$ cat src/rtl/spi_regslave.sv
// SPI mode-0 register slave: oversampled SCLK/SS/MOSI, frame = mode bit + address + data, MSB first.
// Presents a single-clock write strobe / read request bus with read-data timeout and abort reporting.
module spi_regslave #(
  parameter int                ADDR_W = 4,
  parameter int                DATA_W = 8,
  parameter logic [DATA_W-1:0] RDFILL = '0
) (
  input  logic              clk,
  input  logic              reset,
  input  logic              spiclk,
  input  logic              spien,
  input  logic              spidin,
  output logic              spidout,
  output logic              spioe,
  output logic [ADDR_W-1:0] addr,
  output logic [DATA_W-1:0] wrtdata,
  output logic              wrstb,
  output logic              rdreq,
  input  logic [DATA_W-1:0] rddata,
  input  logic              rdvalid,
  output logic              abort,
  output logic              rderr
);
  localparam int            CW      = $clog2(ADDR_W + DATA_W + 2);
  localparam logic [CW-1:0] CNT_A   = CW'(ADDR_W);
  localparam logic [CW-1:0] CNT_D   = CW'(ADDR_W + DATA_W);
  localparam logic [CW-1:0] CNT_MAX = CW'(ADDR_W + DATA_W + 1);

  typedef enum logic [2:0] {
    S_IDLE, S_MODE, S_ADDR, S_RDWAIT, S_RDATA, S_WDATA, S_DONE
  } state_t;

  state_t r_state, w_next;

  logic [2:0]        r_sck_s, r_en_s;
  logic [1:0]        r_din_s;
  logic [CW-1:0]     r_cnt;
  logic              r_mode;
  logic [ADDR_W-1:0] r_addr;
  logic [DATA_W-1:0] r_wsh, r_wrtdata, r_shift;
  logic              r_wrstb, r_rdreq, r_abort, r_rderr, r_oe, r_dout;

  logic w_en, w_en_rise, w_en_fall, w_rise, w_fall, w_din, w_busy, w_abort;
  logic w_last_a, w_last_d;
  logic [ADDR_W-1:0] w_addr_next;
  logic [DATA_W-1:0] w_wsh_next, w_sh_next;

  // Synchronisers carry no reset so a held SS is not seen as a fresh rise after reset.
  always_ff @(posedge clk) begin
    r_sck_s <= {r_sck_s[1:0], spiclk};
    r_en_s  <= {r_en_s[1:0], spien};
    r_din_s <= {r_din_s[0], spidin};
  end

  assign w_en        = r_en_s[1];
  assign w_en_rise   = r_en_s[1] & ~r_en_s[2];
  assign w_en_fall   = ~r_en_s[1] & r_en_s[2];
  assign w_rise      = w_en & r_sck_s[1] & ~r_sck_s[2];
  assign w_fall      = w_en & ~r_sck_s[1] & r_sck_s[2];
  assign w_din       = r_din_s[1];
  assign w_busy      = (r_state != S_IDLE) && (r_state != S_DONE);
  assign w_abort     = w_busy & (w_en_fall | w_en_rise);
  assign w_last_a    = w_rise && (r_cnt == CNT_A);
  assign w_last_d    = w_rise && (r_cnt == CNT_D);
  assign w_addr_next = ADDR_W'({r_addr, w_din});
  assign w_wsh_next  = DATA_W'({r_wsh, w_din});
  assign w_sh_next   = r_shift << 1;

  always_ff @(posedge clk) begin
    if (reset) r_state <= S_IDLE;
    else       r_state <= w_next;
  end

  always_comb begin
    w_next = r_state;
    if (w_en_rise)      w_next = S_MODE;
    else if (w_en_fall) w_next = S_IDLE;
    else begin
      case (r_state)
        S_MODE:           if (w_rise)   w_next = S_ADDR;
        S_ADDR:           if (w_last_a) w_next = r_mode ? S_RDWAIT : S_WDATA;
        S_RDWAIT:         if (w_fall)   w_next = S_RDATA;
        S_RDATA, S_WDATA: if (w_last_d) w_next = S_DONE;
        default:          ;
      endcase
    end
  end

  // Bit counter tracks SCLK rises across the whole frame and parks at CNT_MAX.
  always_ff @(posedge clk) begin
    if (reset || w_en_rise || w_en_fall) r_cnt <= '0;
    else if (w_rise && w_busy && r_cnt != CNT_MAX) r_cnt <= r_cnt + CW'(1);
  end

  always_ff @(posedge clk) begin
    if (reset) begin
      r_mode    <= 1'b0;
      r_addr    <= '0;
      r_wsh     <= '0;
      r_wrtdata <= '0;
      r_shift   <= '0;
      r_wrstb   <= 1'b0;
      r_rdreq   <= 1'b0;
      r_abort   <= 1'b0;
      r_rderr   <= 1'b0;
      r_oe      <= 1'b0;
      r_dout    <= 1'b0;
    end else begin
      r_wrstb <= 1'b0;
      r_abort <= w_abort;
      if (w_en_rise) r_rderr <= 1'b0;
      if (w_en_rise || w_en_fall) begin
        r_rdreq <= 1'b0;
        r_oe    <= 1'b0;
        r_dout  <= 1'b0;
      end else begin
        case (r_state)
          S_MODE: if (w_rise) r_mode <= w_din;
          S_ADDR: if (w_rise) begin
            r_addr <= w_addr_next;
            if (w_last_a && r_mode) r_rdreq <= 1'b1;
          end
          // A fall with the request still open means the bus missed its slot: send the fill pattern.
          S_RDWAIT: if (w_fall) begin
            r_rdreq <= 1'b0;
            r_oe    <= 1'b1;
            if (r_rdreq) begin
              r_shift <= RDFILL;
              r_dout  <= RDFILL[DATA_W-1];
              r_rderr <= 1'b1;
            end else begin
              r_dout  <= r_shift[DATA_W-1];
            end
          end else if (r_rdreq && rdvalid) begin
            r_shift <= rddata;
            r_rdreq <= 1'b0;
          end
          S_RDATA: if (w_last_d) r_dout <= 1'b0;
                   else if (w_fall) begin
                     r_shift <= w_sh_next;
                     r_dout  <= w_sh_next[DATA_W-1];
                   end
          S_WDATA: if (w_rise) begin
            r_wsh <= w_wsh_next;
            if (w_last_d) begin
              r_wrtdata <= w_wsh_next;
              r_wrstb   <= 1'b1;
            end
          end
          default: ;
        endcase
      end
    end
  end

  assign spidout = r_dout;
  assign spioe   = r_oe;
  assign addr    = r_addr;
  assign wrtdata = r_wrtdata;
  assign wrstb   = r_wrstb;
  assign rdreq   = r_rdreq;
  assign abort   = r_abort;
  assign rderr   = r_rderr;
endmodule
$ cat config.mk
export PLATFORM = sky130hd
export DESIGN_NAME = spi_regslave
export DESIGN_NICKNAME = d
export VERILOG_FILES = /design/src/rtl/spi_regslave.sv
export SDC_FILE = /design/constraint.sdc
export NUM_CORES = 1
export LEC_CHECK = 0
export BUFFER_PORTS_ARGS = -buffer_cell sky130_fd_sc_hd__buf_2
export CORE_UTILIZATION = 30
export DETAILED_ROUTE_END_ITERATION = 6
export PLACE_DENSITY = 0.5
export SLEW_MARGIN = 10
export SYNTH_ARGS = -nofsm -noshare
export SYNTH_HDL_FRONTEND = slang
export SYNTH_SLANG_ARGS = --single-unit
$ cat constraint.sdc
create_clock -name clk -period 3.65 [get_ports clk]
set_input_delay 0.5475 -clock clk [delete_from_list [all_inputs] [get_ports clk]]
set_output_delay 0.5475 -clock clk [all_outputs]
set_load 0.01 [all_outputs]
# Yosys cells after proc, flatten, opt, wreduce, memory -nomap -nowiden
# Cells that the tools add are included.
dict set report op_classes {
  add_sub_neg 1
  n_mux 30
  shifts 0
  n_mul 0
  n_reduce_logical 29
  div 0
  n_eq_ne 24
  order_cmp 0
  bitwise_logic 15
}
# op count
set op_table {}
lappend op_table {{$mux 8} 5}
lappend op_table {{$ne 4x4->1 const B} 5}
lappend op_table {{$mux 1} 16}
lappend op_table {{$ne 2x2->1 const B} 8}
lappend op_table {{$pmux 8 s2} 1}
lappend op_table {{$mux 3} 5}
lappend op_table {{$ne 3x3->1 const B} 4}
lappend op_table {{$pmux 3 s4} 1}
lappend op_table {{$reduce_and 3->1} 4}
lappend op_table {{$reduce_and 5->1} 2}
lappend op_table {{$reduce_and 4->1} 2}
lappend op_table {{$and 1x1->1} 7}
lappend op_table {{$logic_and 1x1->1} 7}
lappend op_table {{$not 1->1} 7}
lappend op_table {{$eq 3x2->1 const B} 2}
lappend op_table {{$eq 3x3->1 const B} 2}
lappend op_table {{$reduce_and 6->1} 1}
lappend op_table {{$reduce_bool 6->1} 1}
lappend op_table {{$add 4x1->4 const B} 1}
lappend op_table {{$eq 4x3->1 const B} 1}
lappend op_table {{$eq 4x4->1 const B} 1}
lappend op_table {{$pmux 1 s2} 2}
lappend op_table {{$reduce_bool 2->1} 2}
lappend op_table {{$reduce_bool 4->1} 1}
lappend op_table {{8 further kinds} 11}
dict set report totals {
  latchBits 0
  n_memories 0
  output_inout_bits 18
  ram_bits 0
  register_bits 49
  input_bits 14
  romBits 0
}

# Logic depth before layout (Yosys ltp)
# Gate-level depths: netlist of the first run.
dict set report depth {
  depth_word 7
  ltp_mapped 8
  ltp_nobuf 7
}

# Least setup slack after synthesis of the first run
# No wires, ideal clock.
dict set report synth_timing {
  path_kind {reg2reg}
  startpoint {register r_en_s[1]}
  endpoint {register r_wrtdata[2] (netlist: wrtdata[2])}
  required_ns 3.517
  slack_ns 1.763
  setup_time_ns 0.133
  arrival_time_ns 1.754
  path_stages_with_launch 9
  synth_period_minus_slack_ns 1.887
  cell_sequence {dfxtp_1 inv_1 ha_1 clkbuf_1 nand4_4 or2_2 buf_2 nand2_1 a21oi_1}
}
dict set report synth_via {
  elab_chain_len 5
}
# element line
set synth_rtl {}
lappend synth_rtl {{start, declared} 35} ;# logic [2:0] r_sck_s, r_en_s;
lappend synth_rtl {{start signal, assigned} 51} ;# r_en_s <= {r_en_s[1:0], spien};
lappend synth_rtl {{$not 1->1} 57} ;# assign w_en_fall = ~r_en_s[1] & r_en_s[2];
lappend synth_rtl {{$and 1x1->1} 57}
lappend synth_rtl {{$logic_or 1x1->1} 112} ;# if (w_en_rise || w_en_fall) begin
lappend synth_rtl {{$not 1->1 (no line)} n/a}
lappend synth_rtl {{$reduce_and 4->1 (no line) *} n/a}
lappend synth_rtl {{end signal, assigned} 146} ;# r_wrtdata <= w_wsh_next;
lappend synth_rtl {{end, declared} 40} ;# logic [DATA_W-1:0] r_wsh, r_wrtdata, r_shift;
# Every way passes the cells marked *; elsewhere a longest branch is shown, timed or not.
# A chain may end at the register's enable or synchronous reset.

# Worst setup path in the final report of the first run
dict set report layout_timing {
  startpoint {register r_en_s[1]}
  endpoint {register r_shift[5]}
}
dict set report layout_via {
  elab_chain_len 5
}
# element line
set layout_rtl {}
lappend layout_rtl {{$and 1x1->1 or $not 1->1 (tied branches)} {58, 57}}
lappend layout_rtl {{$and 1x1->1 (on tied branches)} {58, 57}}
lappend layout_rtl {{$logic_and 1x1->1 or $logic_or 1x1->1 (tied branches)} {64, 112}}
lappend layout_rtl {{$ne 2x2->1 (no line) or $not 1->1 (tied branches)} n/a}
lappend layout_rtl {{$reduce_and 6->1 (no line)} n/a}
lappend layout_rtl {{end signal, assigned} 135} ;# r_shift <= rddata;
lappend layout_rtl {{end signal, assigned} 140} ;# r_shift <= w_sh_next;
lappend layout_rtl {{end, declared} 40}
# Several ways; a longest one is shown, not always the timed one.

==> metrics, run 1 <==
status=complete, but fails checks; failing checks=design-rule violations; total die area=0.00712 mm²; Die Span Y=between 80 and 90 µm; final max-slew violation count=0; RSZ-0062 raised after global routing=false; Final Setup Violations=0; RR Startpoint=r_en_s[1]; via count=1531; Setup Buffers After CTS=0; post-layout total power=roughly 0.00093 W; H-tree levels=2; arrival time worst endpoint=about 2.2 ns; Clock Tree Root=clkbuf_8; Max FO, Critical Path=15; number of global-route vias before repair=1435; Post-Syn Instances=roughly 210; antenna-violating nets left=0; post-CTS sizing=0; worst hold start=spidin; most frequent cells in the layout=49 x dfxtp_1, 34 x nor2_1, 31 x buf_2; crit-path max cell delay=between 0.5 and 0.6 ns; top cells by area, synth=dfxtp_1 48%, mux2i_1 6.4%, nor2_1 6.3%, nand2_1 3.9%, ha_1 3.1%; Final Worst Setup Slack=1.64 ns; Core Region=roughly 0.0065 mm²; die width=84.4 µm; crit share post-route=0.550; Synth area leader=dfxtp_1; Worst path slowest cell=o31ai_4; number of diodes=0; Yosys reg bits=49; Seq/Total Area, Yosys=0.482; first-pass GRT wire length=roughly 6.7 mm; clock sinks=49; share of the synthesized area in the top cell type=0.482; Slew @ Worst Pin=about 0.63 ns; CTS Hold Buffers Added=0; post-synth cell types=48; later-pin clock latency in the skew report=a little over 0.3 ns; HP Class=primary input to flop; PD cells=between 400 and 500 mW/mm²; most common cell after layout, fill and taps aside=dfxtp_1; hold endpoint=r_din_s[0]; Post-synth EDFFs=0; GRT Overall Usage=0.117; io pins=32; antenna violations before repair=0; Crit path required time=just under 4 ns; Max Cap Violations=0; initial DRC count=58; Place WS=between 1.5 and 2 ns; total congestion overflow=0; setup tns final=0 ns; Mean Syn Cell Area=between 9 and 10 µm²; syn nets=~230; largest net degree at the start of global routing=36; CTS Buf Count=5; VDD IR max=between 0.0002 and 0.00025 V; yosys warns=0; Port Buf Inserts=31; crit-path cells=inv_1 > ha_1 > nand2_1 > o31ai_4 > nor2_1 > a211oi_1; Final Core Density=0.359; skew final=between 0.009 and 0.01 ns; Worst Hold Depth=1; Worst R2R Path Depth=6; TritonRoute pass-1 iters=6; worst reg-to-reg setup slack=roughly 1.6 ns; HPWL Detailed=2.76 mm; area grow syn2layout=14.0%; Detailed Route WL=slightly below 4 mm; share of flip-flops with an asynchronous set or reset=0; Leak Pwr=around 0.97 nW; Residual DRC=4; fill count=just under 700; CP delay by family, top=compound AO/OA/AOI/OAI gates; Worst Setup Path Type=flop to flop; fmax=around 0.50 GHz; share of cells above drive strength 1=0.224; Final Hold Fails=0; ys flop type=dfxtp_1; CP Buf/Inv Count=1; CTS tree=built; # rows=29; end of the worst register-to-register path=r_shift[5]; initial core utilization=0.315; Setup crit end kind=flop; clock-pin slew of the registers on the worst-case setup and hold paths=between 0.1 and 0.15 ns; GPL Wtd Cong=0.731; Avg WL per Cell=approximately 12 µm; vias per cell=~4.8; deepest clock path buffer count=2; post-layout min period=about 2.0 ns; Netlist Area Pre-Place=approximately 0.002 mm²; relative slew slack=0.583; type of origin of the critical path=flop; Final #Nets=between 200 and 300
-- logic make-up after synthesis --
logic type,Yosys count,synth area share
and+or+nand+nor,83,0.214
DFF,49,0.482
AOI/OAI and AO/OA,39,0.141
buffers and inverters,21,0.0504
muxes,14,0.0695
adders and majority gates,5,0.0307
xor gates and xnor gates,3,0.0129
-- per-stage QoR --
step,cell area (µm²),instances,hold slack [ns]
6_report,2320,318,0.326
5_1_grt,2320,318,0.306
4_1_cts,2320,318,0.314
3_5_place_dp,2220,310,0.313
3_3_place_gp,2220,310,0.311
2_1_floorplan,2040,214,0.310
-- registers in the layout (all words and copies together) (netlist names), 3 cells and up --
register  count
wrtdata       8
r_state       3
r_cnt         4
r_shift       8
r_sck_s       3
r_en_s        3
r_wsh         7
addr          4
-- how the worst max path moves through the flow --
| stage | from | to | cells past startpoint | slack, ns |
|---|---|---|---|---|
| after floorplan | r_en_s[1] | wrtdata[2] | 8 | 1.76 |
| after global placement | r_en_s[1] | r_shift[0] | 6 | 1.70 |
| after detailed placement | r_en_s[1] | r_shift[5] | 6 | 1.67 |
| after CTS | r_en_s[1] | r_shift[5] | 6 | 1.63 |
| after global routing | r_en_s[1] | r_shift[3] | 6 | 1.43 |
| final | r_en_s[1] | r_shift[5] | 6 | 1.64 |
-- power breakdown --
part           internal (W)  switching, W
Sequential         0.000540    0.00000503
Clock              0.000144      0.000204
Combinational     0.0000149     0.0000233
Total              0.000699      0.000232
-- cells in the mapped netlist, drive strengths merged (2+ instances only) --
master  number
nand3        3
buf          7
nor2        34
nand4        4
mux2i       13
and3b        3
nand2b       2
a22oi        7
ha           5
nor3         4
inv          8
nand2       21
a211oi       7
dfxtp       49
o21ai        5
clkbuf       6
nor3b        2
a21oi       11
nor2b        2
xor2         2
-- layout make-up --
type | count | area [µm²] | area share
clock buffers | 5 | 68.8 | 0.0297
clock inverters | 3 | 28.8 | 0.0124
inverters | 8 | 30.0 | 0.0129
multi-input cells | 144 | 952 | 0.410
flip-flops and latches | 49 | 981 | 0.423
well taps | 77 | 96.3 | 0.0415
repair buffers | 32 | 163 | 0.0701
-- metal layers --
metal	vias up	wire length, µm	track usage
met4	0	42	0.0462
met3	4	155	0.0295
li1	796	-	-
met5	-	0	0
met2	23	1680	0.177
met1	708	2070	0.160
-- worst register-to-register path, cell delays in order, from the launching register on --
cell and delay, ns:
dfxtp_1 0.41, inv_1 0.07, ha_1 0.48, nand2_1 0.17
o31ai_4 0.51, nor2_1 0.09, a211oi_1 0.21
Note: power is estimated with default switching activity, not from simulation.
==> run 2, diff against run 1 <==
--- a/config.mk
+++ b/config.mk
@@ -8,7 +8,7 @@
 export BUFFER_PORTS_ARGS = -buffer_cell sky130_fd_sc_hd__buf_2
 export CORE_UTILIZATION = 30
 export DETAILED_ROUTE_END_ITERATION = 6
-export PLACE_DENSITY = 0.5
+export PLACE_DENSITY = 0.51
 export SLEW_MARGIN = 10
 export SYNTH_ARGS = -nofsm -noshare
 export SYNTH_HDL_FRONTEND = slang
==> constraint.sdc (replaced) <==
create_clock -name clk -period 1.8 [get_ports clk]
set_input_delay 0.27 -clock clk [delete_from_list [all_inputs] [get_ports clk]]
set_output_delay 0.27 -clock clk [all_outputs]
set_load 0.01 [all_outputs]
==> metrics, run 2 (same netlist as run 1, synthesis figures left out) <==
status=complete, but fails checks; failing checks=design-rule violations; clock sinks=between 40 and 50; skew final=roughly 0.012 ns; RR Startpoint=r_en_s[1]; Leak Pwr=approximately 1 nW; H-tree levels=2; crit share post-route=0.967; total congestion overflow=0; Final Worst Setup Slack=0.0597 ns; PD cells=~780 mW/mm²; most common cell after layout, fill and taps aside=dfxtp_1; GPL Wtd Cong=between 0.7 and 0.8; Max Cap Violations=0; fill count=between 600 and 700; Core Region=0.00646 mm²; share of cells above drive strength 1=0.271; deepest clock path buffer count=2; clock-pin slew of the registers on the worst-case setup and hold paths=~0.10 ns; TritonRoute pass-1 iters=6; Crit path required time=~2.0 ns; Final #Nets=approximately 270; GRT Overall Usage=0.124; largest net degree at the start of global routing=26; vias per cell=4.70; Place WS=0.0406 ns; via count=between 1500 and 2000; hold slack=approximately 0.053 ns; initial core utilization=0.315; total die area=0.00712 mm²; final instance area=between 0.002 and 0.0025 mm²; CTS tree=built; # rows=29; post-layout min period=approximately 1.7 ns; CTS Buf Count=5; Final Hold Fails=0; setup tns final=0 ns; number of diodes=0; VDD IR max=around 0.00035 V; area grow syn2layout=18.3%; arrival time worst endpoint=around 1.9 ns; multi-input logic area=approximately 960 µm²; antenna violations before repair=0; antenna-violating nets left=0; Final Setup Violations=0; Worst Setup Path Type=flop to flop; Clock Tree Root=clkbuf_8; HP Class=primary input to flop; HPWL Detailed=~2.9 mm; crit path from=r_en_s[1]; Placed Area=~0.0023 mm²; Port Buf Inserts=31; Residual DRC=2; final max-slew violation count=0; Avg WL per Cell=approximately 12 µm; initial DRC count=65; first-pass GRT wire length=between 7 and 8 mm; worst hold start=spidin; Detailed Route WL=approximately 4.1 mm; Slew @ Worst Pin=between 0.4 and 0.5 ns; RSZ-0062 raised after global routing=false; Die Span Y=about 84 µm; io pins=32; most frequent cells in the layout=47 x dfxtp_1, 34 x nor2_1, 31 x buf_2; Setup crit end kind=flop; fmax=0.575 GHz; die width=between 80 and 90 µm; type of origin of the critical path=flop; post-layout total power=between 0.0015 and 0.002 W; relative slew slack=0.680; Max FO, Critical Path=6; number of global-route vias before repair=between 1000 and 1500; CTS Hold Buffers Added=0; flip-flop and latch area=roughly 1000 µm²; later-pin clock latency in the skew report=about 0.31 ns
==> run 2: worst paths after layout <==
kind                            cells past startpoint  slack (ns)          to
worst max-delay path                                6        0.06  r_state[0]
worst min-delay path                                1        0.05  r_din_s[0]
worst max register to register                      6        0.06  r_state[0]
worst min register to register                      0        0.34  r_sck_s[1]
==> run 2: area by class of cell <==
type                            count  area share
Sequential cell                    49       0.410
Clock inverter                      3      0.0120
Timing Repair Buffer               42       0.100
Clock buffer                        5      0.0286
Tap cell                           77      0.0400
Inverter                            8      0.0125
Multi-Input combinational cell    144       0.397
==> run 2: worst max-delay path, cell delays in order, from the launching register on <==
cell and delay, ns:
dfxtp_4 0.37, and3b_2 0.23, buf_4 0.15, a32o_1 0.25
nor3_2 0.26, o21ai_1 0.09, mux2_2 0.28
==> run 2: routing by layer <==
layer / GRT usage / wire length, µm / vias up
li1: - / - / 803
met1: 0.174 / 2090 / 706
met2: 0.180 / 1730 / 27
met3: 0.0354 / 181 / 5
met4: 0.0508 / 57 / 0
met5: 0 / 0 / -
==> run 2: power breakdown <==
group	internal (W)	switching [W]	leakage, nW
Clock	0.000291	0.000403	0.0506
Combinational	0.0000390	0.0000505	0.570
Sequential	0.00109	0.0000103	0.398
==> run 2: repair_timing <==
item                                    CTS  global route
endpoints found under the hold margin     0             0
resized for setup                         0             6
endpoints found under the setup margin    0            22
buffers inserted                          0             1
==> run 2: metrics by stage <==
stage | util | std cells
floorplan | - | 214
global placement | 0.355 | 319
detailed placement | 0.355 | 319
CTS | 0.370 | 327
global route | 0.373 | 328
finish | 0.373 | 328
